## src/rtl/usb_rx_packet_parser.sv

```systemverilog
// Pops SYNC-stripped bytes from the USB RX FIFO, validates/classifies the PID, extracts token
// fields, streams DATA bytes and reports exactly one pkt_done or pkt_error per packet.
module usb_rx_packet_parser #(
  parameter int MAX_DATA_BYTES = 66
) (
  input  logic        clk,
  input  logic        n_rst,
  input  logic [7:0]  r_data,
  input  logic        empty,
  input  logic        rcving,
  input  logic        r_error,
  output logic        r_enable,
  output logic        pkt_start,
  output logic [3:0]  pid,
  output logic        token_valid,
  output logic [6:0]  token_addr,
  output logic [3:0]  token_endp,
  output logic [10:0] frame_num,
  output logic [7:0]  data_out,
  output logic        data_valid,
  output logic        pkt_done,
  output logic        pkt_error
);

  typedef enum logic [2:0] {
    S_IDLE, S_TOKEN, S_DATA, S_HSHAKE, S_DRAIN, S_END
  } state_t;

  state_t      state_q;
  logic [6:0]  cnt_q;
  logic        err_q;
  logic [7:0]  b1_q;
  logic        pkt_start_q, token_valid_q, data_valid_q, pkt_done_q, pkt_error_q;
  logic [3:0]  pid_q, token_endp_q;
  logic [6:0]  token_addr_q;
  logic [10:0] frame_num_q;
  logic [7:0]  data_out_q;

  logic pid_ok;
  logic end_cond;

  assign pid_ok   = (r_data[7:4] == ~r_data[3:0]) && (r_data[1:0] != 2'b00);
  assign end_cond = !rcving && empty;
  // Every state except the one-cycle END slot consumes bytes, including DRAIN and HSHAKE.
  assign r_enable = (state_q != S_END) && !empty;

  always_ff @(posedge clk or negedge n_rst) begin
    if (!n_rst) begin
      state_q       <= S_IDLE;
      cnt_q         <= '0;
      err_q         <= 1'b0;
      b1_q          <= '0;
      pkt_start_q   <= 1'b0;
      pid_q         <= '0;
      token_valid_q <= 1'b0;
      token_addr_q  <= '0;
      token_endp_q  <= '0;
      frame_num_q   <= '0;
      data_out_q    <= '0;
      data_valid_q  <= 1'b0;
      pkt_done_q    <= 1'b0;
      pkt_error_q   <= 1'b0;
    end else begin
      pkt_start_q   <= 1'b0;
      token_valid_q <= 1'b0;
      data_valid_q  <= 1'b0;
      pkt_done_q    <= 1'b0;
      pkt_error_q   <= 1'b0;
      case (state_q)
        S_IDLE: begin
          if (!empty) begin
            pkt_start_q <= 1'b1;
            pid_q       <= r_data[3:0];
            cnt_q       <= '0;
            if (!pid_ok) begin
              err_q   <= 1'b1;
              state_q <= S_DRAIN;
            end else begin
              case (r_data[1:0])
                2'b01:   state_q <= S_TOKEN;
                2'b11:   state_q <= S_DATA;
                default: state_q <= S_HSHAKE;
              endcase
            end
          end
        end
        S_TOKEN: begin
          if (!empty) begin
            if (cnt_q == 7'd0) begin
              token_addr_q <= r_data[6:0];
              b1_q         <= r_data;
              cnt_q        <= 7'd1;
            end else if (cnt_q == 7'd1) begin
              token_endp_q  <= {r_data[2:0], b1_q[7]};
              frame_num_q   <= {r_data[2:0], b1_q};
              token_valid_q <= 1'b1;
              cnt_q         <= 7'd2;
            end else begin
              err_q   <= 1'b1;
              state_q <= S_DRAIN;
            end
          end else if (end_cond) begin
            if (cnt_q != 7'd2 || r_error) err_q <= 1'b1;
            state_q <= S_END;
          end
        end
        S_DATA: begin
          if (!empty) begin
            if (cnt_q < 7'(MAX_DATA_BYTES)) begin
              data_out_q   <= r_data;
              data_valid_q <= 1'b1;
              cnt_q        <= cnt_q + 7'd1;
            end else begin
              err_q   <= 1'b1;
              state_q <= S_DRAIN;
            end
          end else if (end_cond) begin
            if (cnt_q < 7'd2 || r_error) err_q <= 1'b1;
            state_q <= S_END;
          end
        end
        S_HSHAKE: begin
          if (!empty) begin
            err_q   <= 1'b1;
            state_q <= S_DRAIN;
          end else if (end_cond) begin
            if (r_error) err_q <= 1'b1;
            state_q <= S_END;
          end
        end
        S_DRAIN: begin
          if (end_cond) begin
            if (r_error) err_q <= 1'b1;
            state_q <= S_END;
          end
        end
        S_END: begin
          pkt_error_q <= err_q;
          pkt_done_q  <= !err_q;
          err_q       <= 1'b0;
          cnt_q       <= '0;
          state_q     <= S_IDLE;
        end
        default: state_q <= S_IDLE;
      endcase
    end
  end

  assign pkt_start   = pkt_start_q;
  assign pid         = pid_q;
  assign token_valid = token_valid_q;
  assign token_addr  = token_addr_q;
  assign token_endp  = token_endp_q;
  assign frame_num   = frame_num_q;
  assign data_out    = data_out_q;
  assign data_valid  = data_valid_q;
  assign pkt_done    = pkt_done_q;
  assign pkt_error   = pkt_error_q;

endmodule

```

## config.mk

```make
export PLATFORM = sky130hd
export DESIGN_NAME = usb_rx_packet_parser
export DESIGN_NICKNAME = d
export VERILOG_FILES = /design/src/rtl/usb_rx_packet_parser.sv
export SDC_FILE = /design/constraint.sdc
export NUM_CORES = 1
export LEC_CHECK = 0
export BUFFER_PORTS_ARGS = -buffer_cell sky130_fd_sc_hd__buf_2
export CAP_MARGIN = 10
export CORE_ASPECT_RATIO = 0.6
export CORE_MARGIN = 3
export CORE_UTILIZATION = 50
export CTS_BUF_LIST = sky130_fd_sc_hd__clkbuf_4
export DETAILED_ROUTE_END_ITERATION = 16
export GPL_TIMING_DRIVEN = 0
export PLACE_DENSITY = 0.74
export SYNTH_ARGS = -nofsm -noshare
export SYNTH_HDL_FRONTEND = slang
export SYNTH_SLANG_ARGS = --single-unit
```

## constraint.sdc

```tcl
create_clock -name clk -period 4.2 [get_ports clk]
set_clock_uncertainty 0.1 [all_clocks]
set_input_delay 0.21 -clock clk [delete_from_list [all_inputs] [get_ports clk]]
set_output_delay 0.21 -clock clk [all_outputs]
set_load 0.01 [all_outputs]
```

# --- Word-level counts from Yosys, hierarchy flattened ---
# Index checks and enable logic that the tools add are counted.
# W data, S select, Z words.
word_totals:
  word_cells: 108
  inputBits: 13
  output_inout_bits: 40
  ff_bits: 58
classes:
  muxes: 44
  reduce_logical: 20
  n_eq_ne: 24
  add_sub_neg: 1
  magnitude_cmp: 2
  bitwise: 3
op_table:
  columns: ["op", "count"]
  rows:
  - ["$mux W7", 6]
  - ["$pmux W7 S4", 1]
  - ["$mux W3", 9]
  - ["$ne A3 B3 Y1 const B", 9]
  - ["$mux W1", 25]
  - ["$pmux W3 S5", 1]
  - ["$ne A2 B2 Y1 const B", 5]
  - ["$reduce_and A10 Y1", 1]
  - ["$reduce_and A4 Y1", 2]
  - ["$add A7 B1 Y7 const B", 1]
  - ["$eq A7 B1 Y1 const B", 1]
  - ["$logic_not A7 Y1", 1]
  - ["$lt A7 B2 Y1 const B", 1]
  - ["$lt A7 B7 Y1 const B", 1]
  - ["$ne A7 B2 Y1 const B", 1]
  - ["$eq A3 B2 Y1 const B", 2]
  - ["$eq A3 B3 Y1 const B", 2]
  - ["$pmux W1 S6", 1]
  - ["$reduce_and A3 Y1", 2]
  - ["$reduce_and A6 Y1", 1]
  - ["$reduce_bool A6 Y1", 1]
  - ["$eq A4 B4 Y1", 1]
  - ["$not A4 Y4", 1]
  - ["$pmux W2 S2", 1]
  - ["other kinds (11)", 17]

# --- Longest topological paths before layout ---
# Gate-level depths: netlist of run 1.
logic_depth:
  ltp_word: 6
  mapped_depth: 7

# --- Least setup slack after synthesis of run 1 ---
# OpenSTA, ideal clock, no wires.
synth_timing:
  path_kind: "reg2reg"
  from: "register cnt_q[5]"
  to: "register token_endp_q[1], in the netlist token_endp[1]"
  arrival_time_ns: 1.877
  slack_ns: 2.098
  synth_period_minus_slack_ns: 2.102
  stages_incl_launch_ff: 6
  cell_sequence: "dfrtp_1 -> or4_4 -> buf_6 -> nor4_2 -> buf_4 -> mux2_2"
synth_via:
  elab_chain_len: 3
  elab_cells_between_ends: 4
  cone_classes: "1 x eq/ne; 1 x bitwise; 2 x reduce/logical"
synth_lines:
  columns: ["element", "line", "text"]
  rows:
  - ["start: declaration", "30", "logic [6:0] cnt_q;"]
  - ["start signal: assignment", "112", "cnt_q <= cnt_q + 7'd1;"]
  - ["$logic_not A7 Y1", "89", "if (cnt_q == 7'd0) begin"]
  - ["$not A1 Y1 (no source line)", null, null]
  - ["$reduce_and A4 Y1 (no source line) (*)", null, null]
  - ["end signal: assignment", "94", "token_endp_q <= {r_data[2:0], b1_q[7]};"]
  - ["end: declaration", "34", "logic [3:0] pid_q, token_endp_q;"]
# Every way passes the cells marked *; elsewhere a longest branch is shown, timed or not.
# A chain may end at the register's enable or synchronous reset.

# --- Final worst setup path of run 1 ---
layout_timing:
  from: "register cnt_q[5]"
  to: "register frame_num_q[2], in the netlist frame_num[2]"
layout_via:
  elab_chain_len: 3
  elab_cells_between_ends: 4
  cone_classes: "1 x eq/ne; 1 x bitwise; 2 x reduce/logical"
layout_lines:
  columns: ["element", "line", "text"]
  rows:
  - ["$logic_not A7 Y1", "89", null]
  - ["$not A1 Y1 (no source line)", null, null]
  - ["$reduce_and A4 Y1 (no source line) (*)", null, null]
  - ["end signal: assignment", "95", "frame_num_q <= {r_data[2:0], b1_q};"]
  - ["end: declaration", "36", "logic [10:0] frame_num_q;"]
# Marked as above.

==> results.json, run 1 <==
{
  "reg2reg_depth": 5,
  "nNetsFinal": 272,
  "wire_per_inst_um": 16.2,
  "io_pins": 53,
  "gp_congestion": 0.872,
  "ys_warn_count": 0,
  "worst-path-max-fanout": 10,
  "syn2layout_area_growth_pct": 17.4,
  "dr.pass1.iters": 4,
  "cts.sinks": 47,
  "crit_path_start": "cnt_q[5]",
  "die_x_um": 94.7,
  "startpoint_type": "flip-flop",
  "vias": 1725,
  "worstSkewPairLatency_ns": 0.36,
  "tightest_slew_ns": 1.02,
  "setup.worst_path.end_class": "flip-flop",
  "timing.setup.tns_ns": 0,
  "final.min_clock_period_ns": 2.33,
  "synth-simple-area-share_pct": 12.8,
  "grt_max_degree": 48,
  "synth-seq-area-share_pct": 49.9,
  "maxSlewViolCount": 0,
  "crit_type": "reg2reg",
  "whs_ns": 0.0413,
  "synth_area_sq_um": 2360,
  "grt_pass1_vias": 1624,
  "hold_path.class": "in2reg",
  "grt-ovfl-total": 0,
  "core_area_sq_um": 4320,
  "yosys-mux-area-fraction_pct": 15.2,
  "powerDensity_nw_per_um2": 515,
  "cts_buffers": 5,
  "seq_area_sq_um": 1180,
  "synth_ff_type": "dfrtp_1",
  "fillers": 375,
  "synth_top_family_by_area": "multiplexers",
  "synth_edf_count": 0,
  "io_buffers": 50,
  "ctsResizeCount": 0,
  "final_antenna_net_count": 0,
  "cts_root_buf": "clkbuf_4",
  "rows": 18,
  "syn_avg_cell_area_sq_um": 11.9,
  "path_clk_slew_ns": 0.12,
  "synth_compound_area_share_pct": 12.3,
  "r2r-start": "cnt_q[5]",
  "h-tree-depth": 2,
  "cts_tree": "yes",
  "grt_pass1_wl_um": 8380,
  "async_reset_ff_share_pct": 100,
  "required_ns": 4.35,
  "post-route-drc-count": 0,
  "fmax_mhz": 429,
  "die_h_um": 59.2,
  "rsz0062_at_grt": "false",
  "hold_viol": 0,
  "maxCapViolCount": 0,
  "grt_antenna_before_repair": 0,
  "crit_end": "frame_num[2]",
  "multi_input_area_sq_um": 1020,
  "synth_fp_nets": 214,
  "peakVddDrop_uv": 317,
  "track_usage_pct": 20.0,
  "reg2reg_to": "frame_num[2]",
  "synth-xor-area-share_pct": 1.49,
  "synth-adder-area-share_pct": 1.59,
  "crit_arrival_ns": 2.48,
  "synth-seq-cells": 47,
  "dieArea_sq_um": 5600,
  "leakagePower_nw": 1.44,
  "outcome": "finished, final reports clean",
  "dr.first_iter.drc_count": 100,
  "rrSetupSlack_ns": 1.87,
  "max_slew_margin_pct": 32.0,
  "cts_buffer_depth": 2,
  "diodes": 0,
  "setup_violations": 0,
  "wl_um": 5120,
  "synthCells": 198,
  "fin_crit_sh_pct": 55.5,
  "hpwl_um": 3740,
  "vias_per_cell": 5.46,
  "synth_cell_type_count": 47,
  "start_util_pct": 54.5,
  "drive_above_1_share_pct": 44.1
}
[power by group]
| part | total (mW) | internal [mW] | switching [mW] |
|---|---|---|---|
| logic | 0.519 | 0.253 | 0.266 |
| clock network | 0.267 | 0.129 | 0.138 |
| registers | 0.640 | 0.557 | 0.0836 |
| total | 1.43 | 0.939 | 0.488 |
[worst max-delay path, cell delays in order, from the launching register on]
cell and delay, ns:
dfrtp_1 0.44, or4_4 0.54, buf_6 0.16, nor4_2 0.35, buf_4 0.27, mux2_2 0.36
[synthesized netlist by cell type, types with 2 or more instances]
master	count	area share, %
nand4_1	2	0.53
and3_1	4	1.1
nor4_1	2	0.53
nor3_1	2	0.42
nor2_1	11	1.8
mux2_2	31	15
buf_6	2	0.95
o21ai_1	2	0.42
o211ai_2	2	1.1
inv_1	6	0.95
nand2_1	5	0.80
a211oi_1	3	0.95
a21oi_1	4	0.85
ha_1	3	1.6
clkbuf_1	4	0.64
a32oi_1	3	1.1
or4_4	2	0.95
o31ai_1	4	1.3
xor2_1	4	1.5
nand2b_1	2	0.53
nor2b_1	7	1.9
nand3_1	4	0.85
and2_1	2	0.53
dfrtp_1	47	50
buf_4	12	3.8
o21ai_0	7	1.5
[stage by stage]
stage                     power, mW  instances  area (sq um)  util, %  worst slack [ns]
final                          1.43        316          2770     64.0              1.87
after global routing           1.52        316          2770     64.0              1.73
after CTS                      1.44        316          2770     64.0              1.87
after detailed placement       1.17        308          2680     62.1              1.90
after global placement         1.15        308          2680     62.1              1.93
after floorplan               0.984        198          2360        -              2.10
[kinds of logic (layout without fill, tap and decap cells)]
logic type | after synthesis | after routing
simple gates | 49 | 49
flops | 47 | 47
compound gates | 37 | 37
mux | 32 | 32
buf+inv | 26 | 84
xor+xnor | 4 | 4
fa+ha+maj | 3 | 3
[metal layers]
layer	up-vias	GRT usage (%)	wire length (um)
li1	828	-	-
met1	833	32.5	2760
met4	0	5.54	38
met2	57	26.4	2020
met3	7	4.31	305
met5	-	0	0
[layout make-up]
cell class / instances / share of cell area [%]
sequential: 47 / 42.5
multi-input combinational: 125 / 37.0
timing repair buffer: 51 / 9.40
buffer: 20 / 4.93
tap: 60 / 2.71
clock buffer: 6 / 1.63
clock inverter: 1 / 1.08
inverter: 6 / 0.813
[how the worst min path moves through the flow]
stage	startpoint	to	cells past startpoint
5_1_grt	r_data[5]	b1_q[5]	2
3_3_place_gp	n_rst	cnt_q[1]	1
3_5_place_dp	n_rst	cnt_q[1]	1
4_1_cts	r_data[4]	b1_q[4]	2
6_report	r_data[4]	b1_q[4]	2
2_1_floorplan	n_rst	b1_q[0]	0
[state kept, by name, summed over array words and instances (netlist names)]
signal       count
data_out         8
err_q            1
token_endp       4
token_valid      1
pkt_error        1
cnt_q            7
frame_num        7
pid              4
pkt_done         1
pkt_start        1
data_valid       1
b1_q             8
state_q          3
[layout by cell type (no fill, tap or decap), drive strengths merged]
cell and count:
inv 6, clkbuf 10, mux2 31, or4 2, and3 4, o21ai 10, a211oi 3, a221oi 1
o31a 1, nor2b 7, o31ai 5, a21oi 4, a21o 1, nand2 5, nand2b 2, bufinv 1
and2 2, xor2 4, dfrtp 47, mux2i 1, a22oi 1, o22a 1, or4b 1, or4bb 1
nor3 2, ha 3, dlygate4sd3 1, a21boi 1, a31oi 1, nand4 3, nor4 3, a311oi 1
nand3 5, nor3b 1, nor2 11, o211ai 3, o2bb2ai 1, buf 66, a32oi 3
[repair_timing]
item	in CTS	in global routing
endpoints found under the hold margin	47	0
hold buffers	1	0
buffers inserted	0	0
No activity file was read; power rests on OpenSTA's default activity.
==> run 2, diff against run 1 <==
--- a/config.mk
+++ b/config.mk
@@ -13,7 +13,7 @@
 export CTS_BUF_LIST = sky130_fd_sc_hd__clkbuf_4
 export DETAILED_ROUTE_END_ITERATION = 16
 export GPL_TIMING_DRIVEN = 0
-export PLACE_DENSITY = 0.74
+export PLACE_DENSITY = 0.77
 export SYNTH_ARGS = -nofsm -noshare
 export SYNTH_HDL_FRONTEND = slang
 export SYNTH_SLANG_ARGS = --single-unit
==> constraint.sdc (replaced) <==
create_clock -name clk -period 1.95 [get_ports clk]
set_clock_uncertainty 0.1 [all_clocks]
set_input_delay 0.0975 -clock clk [delete_from_list [all_inputs] [get_ports clk]]
set_output_delay 0.0975 -clock clk [all_outputs]
set_load 0.01 [all_outputs]
==> results.json, run 2 (synthesis gave the netlist of run 1 again) <==
{
  "grt_antenna_before_repair": 0,
  "track_usage_pct": 21.6,
  "r2r-start": "cnt_q[2]",
  "rows": 18,
  "dp_slack_ns": -0.292,
  "violations": "setup timing",
  "gp_congestion": 0.885,
  "timing.setup.tns_ns": -5.48,
  "worst-path-max-fanout": 7,
  "grt_pass1_vias": 1835,
  "grt-ovfl-total": 0,
  "postLayoutCoreUtil_pct": 73.1,
  "diodes": 0,
  "wire_per_inst_um": 17.3,
  "syn2layout_area_growth_pct": 34.0,
  "mostFrequentLayoutCells": "51 x buf_2, 45 x dfrtp_1, 25 x buf_4",
  "dieArea_sq_um": 5600,
  "outcome": "finished with violations",
  "grt_max_degree": 48,
  "io_buffers": 50,
  "dr.first_iter.drc_count": 126,
  "maxCapViolCount": 0,
  "final.min_clock_period_ns": 2.16,
  "setup_violations": 38,
  "nNetsFinal": 298,
  "hold_start": "empty",
  "hold_viol": 0,
  "fin_crit_sh_pct": 111,
  "rsz0062_at_grt": "true",
  "drive_above_1_share_pct": 54.1,
  "crit_type": "reg2reg",
  "vias": 1918,
  "worst_slack_ns": -0.209,
  "io_pins": 53,
  "die_x_um": 94.7,
  "dr.pass1.iters": 6,
  "tightest_slew_ns": 1.02,
  "place_area_sq_um": 2700,
  "cts_buffer_depth": 2,
  "required_ns": 2.09,
  "maxSlewViolCount": 0,
  "cts_tree": "yes",
  "leakagePower_nw": 1.61,
  "wl_um": 5930,
  "die_h_um": 59.2,
  "cts_root_buf": "clkbuf_4",
  "crit_path_start": "cnt_q[2]",
  "final_common_cell": "buf_2",
  "start_util_pct": 54.5,
  "grt_pass1_wl_um": 9340,
  "crit_arrival_ns": 2.30,
  "worstSkewPairLatency_ns": 0.35,
  "post-route-drc-count": 0,
  "h-tree-depth": 2,
  "cts_buffers": 5,
  "vias_per_cell": 5.59,
  "setup.worst_path.end_class": "flip-flop",
  "hold_path.class": "in2reg",
  "hpwl_um": 3760,
  "fmax_mhz": 463,
  "core_area_sq_um": 4320,
  "powerDensity_nw_per_um2": 1020,
  "max_slew_margin_pct": 32.3,
  "peakVddDrop_uv": 975,
  "startpoint_type": "flip-flop",
  "final_antenna_net_count": 0,
  "path_clk_slew_ns": 0.14,
  "cts.sinks": 47,
  "stdcell_area_sq_um": 3160
}
## run 2: changes by cell type in the layout (fill, tap and decap cells not counted), sizes merged
cell	delta
clkinv	+2
o211ai	+1
bufinv	-1
buf	+18
clkbuf	+1
dlygate4sd3	+6
## run 2: final cells by class
class / count / area, sq um
multi-input cells: 126 / 1180
clock inverters: 2 / 12.5
clock buffers: 6 / 45.0
well taps: 60 / 75.1
flip-flops and latches: 47 / 1180
plain buffers: 19 / 136
inverters: 6 / 22.5
repair buffers: 77 / 509
fillers: 308 / 1160
## run 2: where the power goes
group,internal (mW),total [mW],switching (mW)
clock network,0.154,0.457,0.302
logic,0.686,1.42,0.734
registers,1.20,1.35,0.148
total,2.04,3.23,1.18
## run 2: worst max-delay path, stage by stage (launching register included)
cell,delay [ns]
dfrtp_1,0.42
or4_4,0.64
or4_4,0.53
a21boi_4,0.17
o211ai_2,0.10
a211oi_1,0.10
## run 2: worst paths after layout
path	endpoint	cells past startpoint	slack [ns]
worst max-delay path	err_q	5	-0.21
worst min-delay path	pkt_start	2	0.03
worst max register to register	err_q	5	-0.21
worst min register to register	frame_num[1]	1	0.42
max in group asynchronous	cnt_q[0]	2	0.71
min in group asynchronous	data_valid	2	0.34
## run 2: layer usage
metal / wire length [um] / GRT usage [%]
met1: 2860 / 31.4
met2: 2470 / 31.8
met3: 549 / 7.36
met4: 49 / 4.31
met5: 0 / 0
## run 2: per-stage QoR
| stage | hold WS, ns | instances | power, mW |
|---|---|---|---|
| 2_1_floorplan | -0.298 | 198 | 2.13 |
| 3_3_place_gp | 0.232 | 308 | 2.49 |
| 3_5_place_dp | 0.238 | 308 | 2.52 |
| 4_1_cts | 0.00542 | 338 | 3.16 |
| 5_1_grt | 0.00936 | 343 | 3.43 |
| 6_report | 0.0297 | 343 | 3.23 |
## run 2: timing repair
item                                    CTS  global route
pin swaps                                 9             9
buffers inserted                         13             5
cloned                                    3             0
resized for setup                        35            16
hold buffers                              7             0
endpoints found under the hold margin    62             0
endpoints found under the setup margin   43            44
==> run 3, diff against run 2 <==
--- a/config.mk
+++ b/config.mk
@@ -12,8 +12,10 @@
 export CORE_UTILIZATION = 50
 export CTS_BUF_LIST = sky130_fd_sc_hd__clkbuf_4
 export DETAILED_ROUTE_END_ITERATION = 16
-export GPL_TIMING_DRIVEN = 0
+export GPL_TIMING_DRIVEN = 1
 export PLACE_DENSITY = 0.77
+export RECOVER_POWER = 25
+export SETUP_SLACK_MARGIN = 0.3
 export SYNTH_ARGS = -nofsm -noshare
 export SYNTH_HDL_FRONTEND = slang
 export SYNTH_SLANG_ARGS = --single-unit
==> results.json, run 3 (synthesis gave the netlist of run 1 again) <==
{
  "io_buffers": 52,
  "dr.first_iter.drc_count": 120,
  "peakVddDrop_uv": 803,
  "grt-ovfl-total": 0,
  "hold_start": "empty",
  "slowest_delay_ns": 0.62,
  "grt_pass1_wl_um": 10000,
  "hold_depth": 3,
  "grt_antenna_before_repair": 0,
  "whs_ns": -0.00816,
  "startpoint_type": "flip-flop",
  "postLayoutCoreUtil_pct": 74.5,
  "wire_per_inst_um": 19.3,
  "hold_viol": 1,
  "cts_buffers": 5,
  "place_area_sq_um": 2770,
  "rsz0062_at_grt": "true",
  "grt_max_degree": 28,
  "drive_above_1_share_pct": 54.8,
  "dieArea_sq_um": 5600,
  "final_common_cell": "buf_2",
  "required_ns": 2.12,
  "grt_pass1_vias": 1975,
  "worstSkewPairLatency_ns": 0.37,
  "path_clk_slew_ns": 0.14,
  "core_area_sq_um": 4320,
  "rrSetupSlack_ns": -0.18,
  "stdcell_area_sq_um": 3220,
  "fmax_mhz": 469,
  "io_pins": 53,
  "cts_tree": "yes",
  "max_slew_margin_pct": 25.4,
  "gp_congestion": 0.895,
  "worst_slack_ns": -0.180,
  "r2r-start": "cnt_q[2]",
  "dr.pass1.iters": 4,
  "cpMaxStageDelayCell": "or4_4",
  "setup_violations": 39,
  "vias_per_cell": 5.78,
  "hold_path.class": "in2reg",
  "setup.worst_path.end_class": "flip-flop",
  "hold_end": "token_valid",
  "syn2layout_area_growth_pct": 36.5,
  "post-route-drc-count": 0,
  "fillers": 303,
  "vias": 1983,
  "track_usage_pct": 23.9,
  "reg2reg_to": "err_q",
  "final_antenna_net_count": 0,
  "path_cells": "or4_4 -> buf_6 -> or4_4 -> a21boi_4 -> o211ai_2 -> a211oi_1",
  "maxSlewViolCount": 0,
  "leakagePower_nw": 1.63,
  "reg2reg_depth": 6,
  "fin_crit_sh_pct": 109,
  "worst-path-max-fanout": 5,
  "h-tree-depth": 2,
  "nNetsFinal": 298,
  "rows": 18,
  "powerDensity_nw_per_um2": 1060,
  "cts.sinks": 47,
  "cts_root_buf": "clkbuf_4",
  "die_x_um": 94.7,
  "final.min_clock_period_ns": 2.13,
  "crit_type": "reg2reg",
  "hpwl_um": 4180,
  "crit_arrival_ns": 2.30,
  "mostFrequentLayoutCells": "52 x buf_2, 46 x dfrtp_1, 26 x buf_4",
  "maxCapViolCount": 0,
  "cts_hold_buf": 8,
  "cpMostUsedCell": "or4_4",
  "wl_um": 6620,
  "violations": "hold timing, setup timing",
  "tightest_slew_ns": 1.12,
  "die_h_um": 59.2,
  "outcome": "finished with violations",
  "start_util_pct": 54.5,
  "diodes": 0,
  "cts_buffer_depth": 2
}
[run 3: routing by layer]
metal  vias up  GRT usage, %  routed length [um]
met5         -             0                   0
met3        18          6.60                 613
met4         0          8.21                 151
li1        889             -                   -
met2       116          36.0                2930
met1       960          33.4                2930
[run 3: through the flow]
step / TNS (ns) / power (mW) / hold slack [ns] / setup WS, ns / std cells
detailed placement: -2.92 / 2.55 / -0.00420 / -0.163 / 311
finish: -4.30 / 3.40 / -0.00816 / -0.180 / 343
global placement: -1.98 / 2.49 / -0.00743 / -0.116 / 311
CTS: -2.50 / 3.24 / -0.0303 / -0.110 / 333
global route: -8.51 / 3.58 / -0.0415 / -0.263 / 343
floorplan: -1.15 / 2.14 / -0.298 / -0.0655 / 198
[run 3: critical path: cells and delay by family (launching register included)]
kind	cells	cell delay (ns)
AO/OA/AOI/OAI	3	0.32
AND/OR/NAND/NOR	2	1.04
buffers and inverters	1	0.16
flip-flops	1	0.40
[run 3: cell type report]
cell class	instances	area, sq um	area share, %
repair buffers	95	638	19.8
clock inverters	3	42.5	1.32
flip-flops and latches	47	1180	36.6
multi-input cells	127	1230	38.1
clock buffers	5	37.5	1.17
well taps	60	75.1	2.33
inverters	6	22.5	0.700
[run 3: how the worst max path moves through the flow]
stage          startpoint           to  slack [ns]
2_1_floorplan    cnt_q[2]        err_q       -0.07
3_3_place_gp     cnt_q[2]     cnt_q[3]       -0.12
3_5_place_dp     cnt_q[2]     cnt_q[3]       -0.16
4_1_cts          cnt_q[5]  data_out[3]       -0.11
5_1_grt          cnt_q[4]        err_q       -0.26
6_report         cnt_q[2]        err_q       -0.18
[run 3: power by group]
group	internal (mW)	switching [mW]	total [mW]	leakage, nW
logic	0.670	0.782	1.45	0.958
registers	1.20	0.149	1.35	0.629
clock network	0.271	0.326	0.596	0.0432
total	2.14	1.26	3.40	1.63
[run 3: repair_timing]
item	4_1_cts	5_1_grt
setup buffers	4	10
resized for setup	21	27
pin swaps	11	12
setup endpoints to repair	41	45
cloned	2	0
hold endpoints to repair	65	1
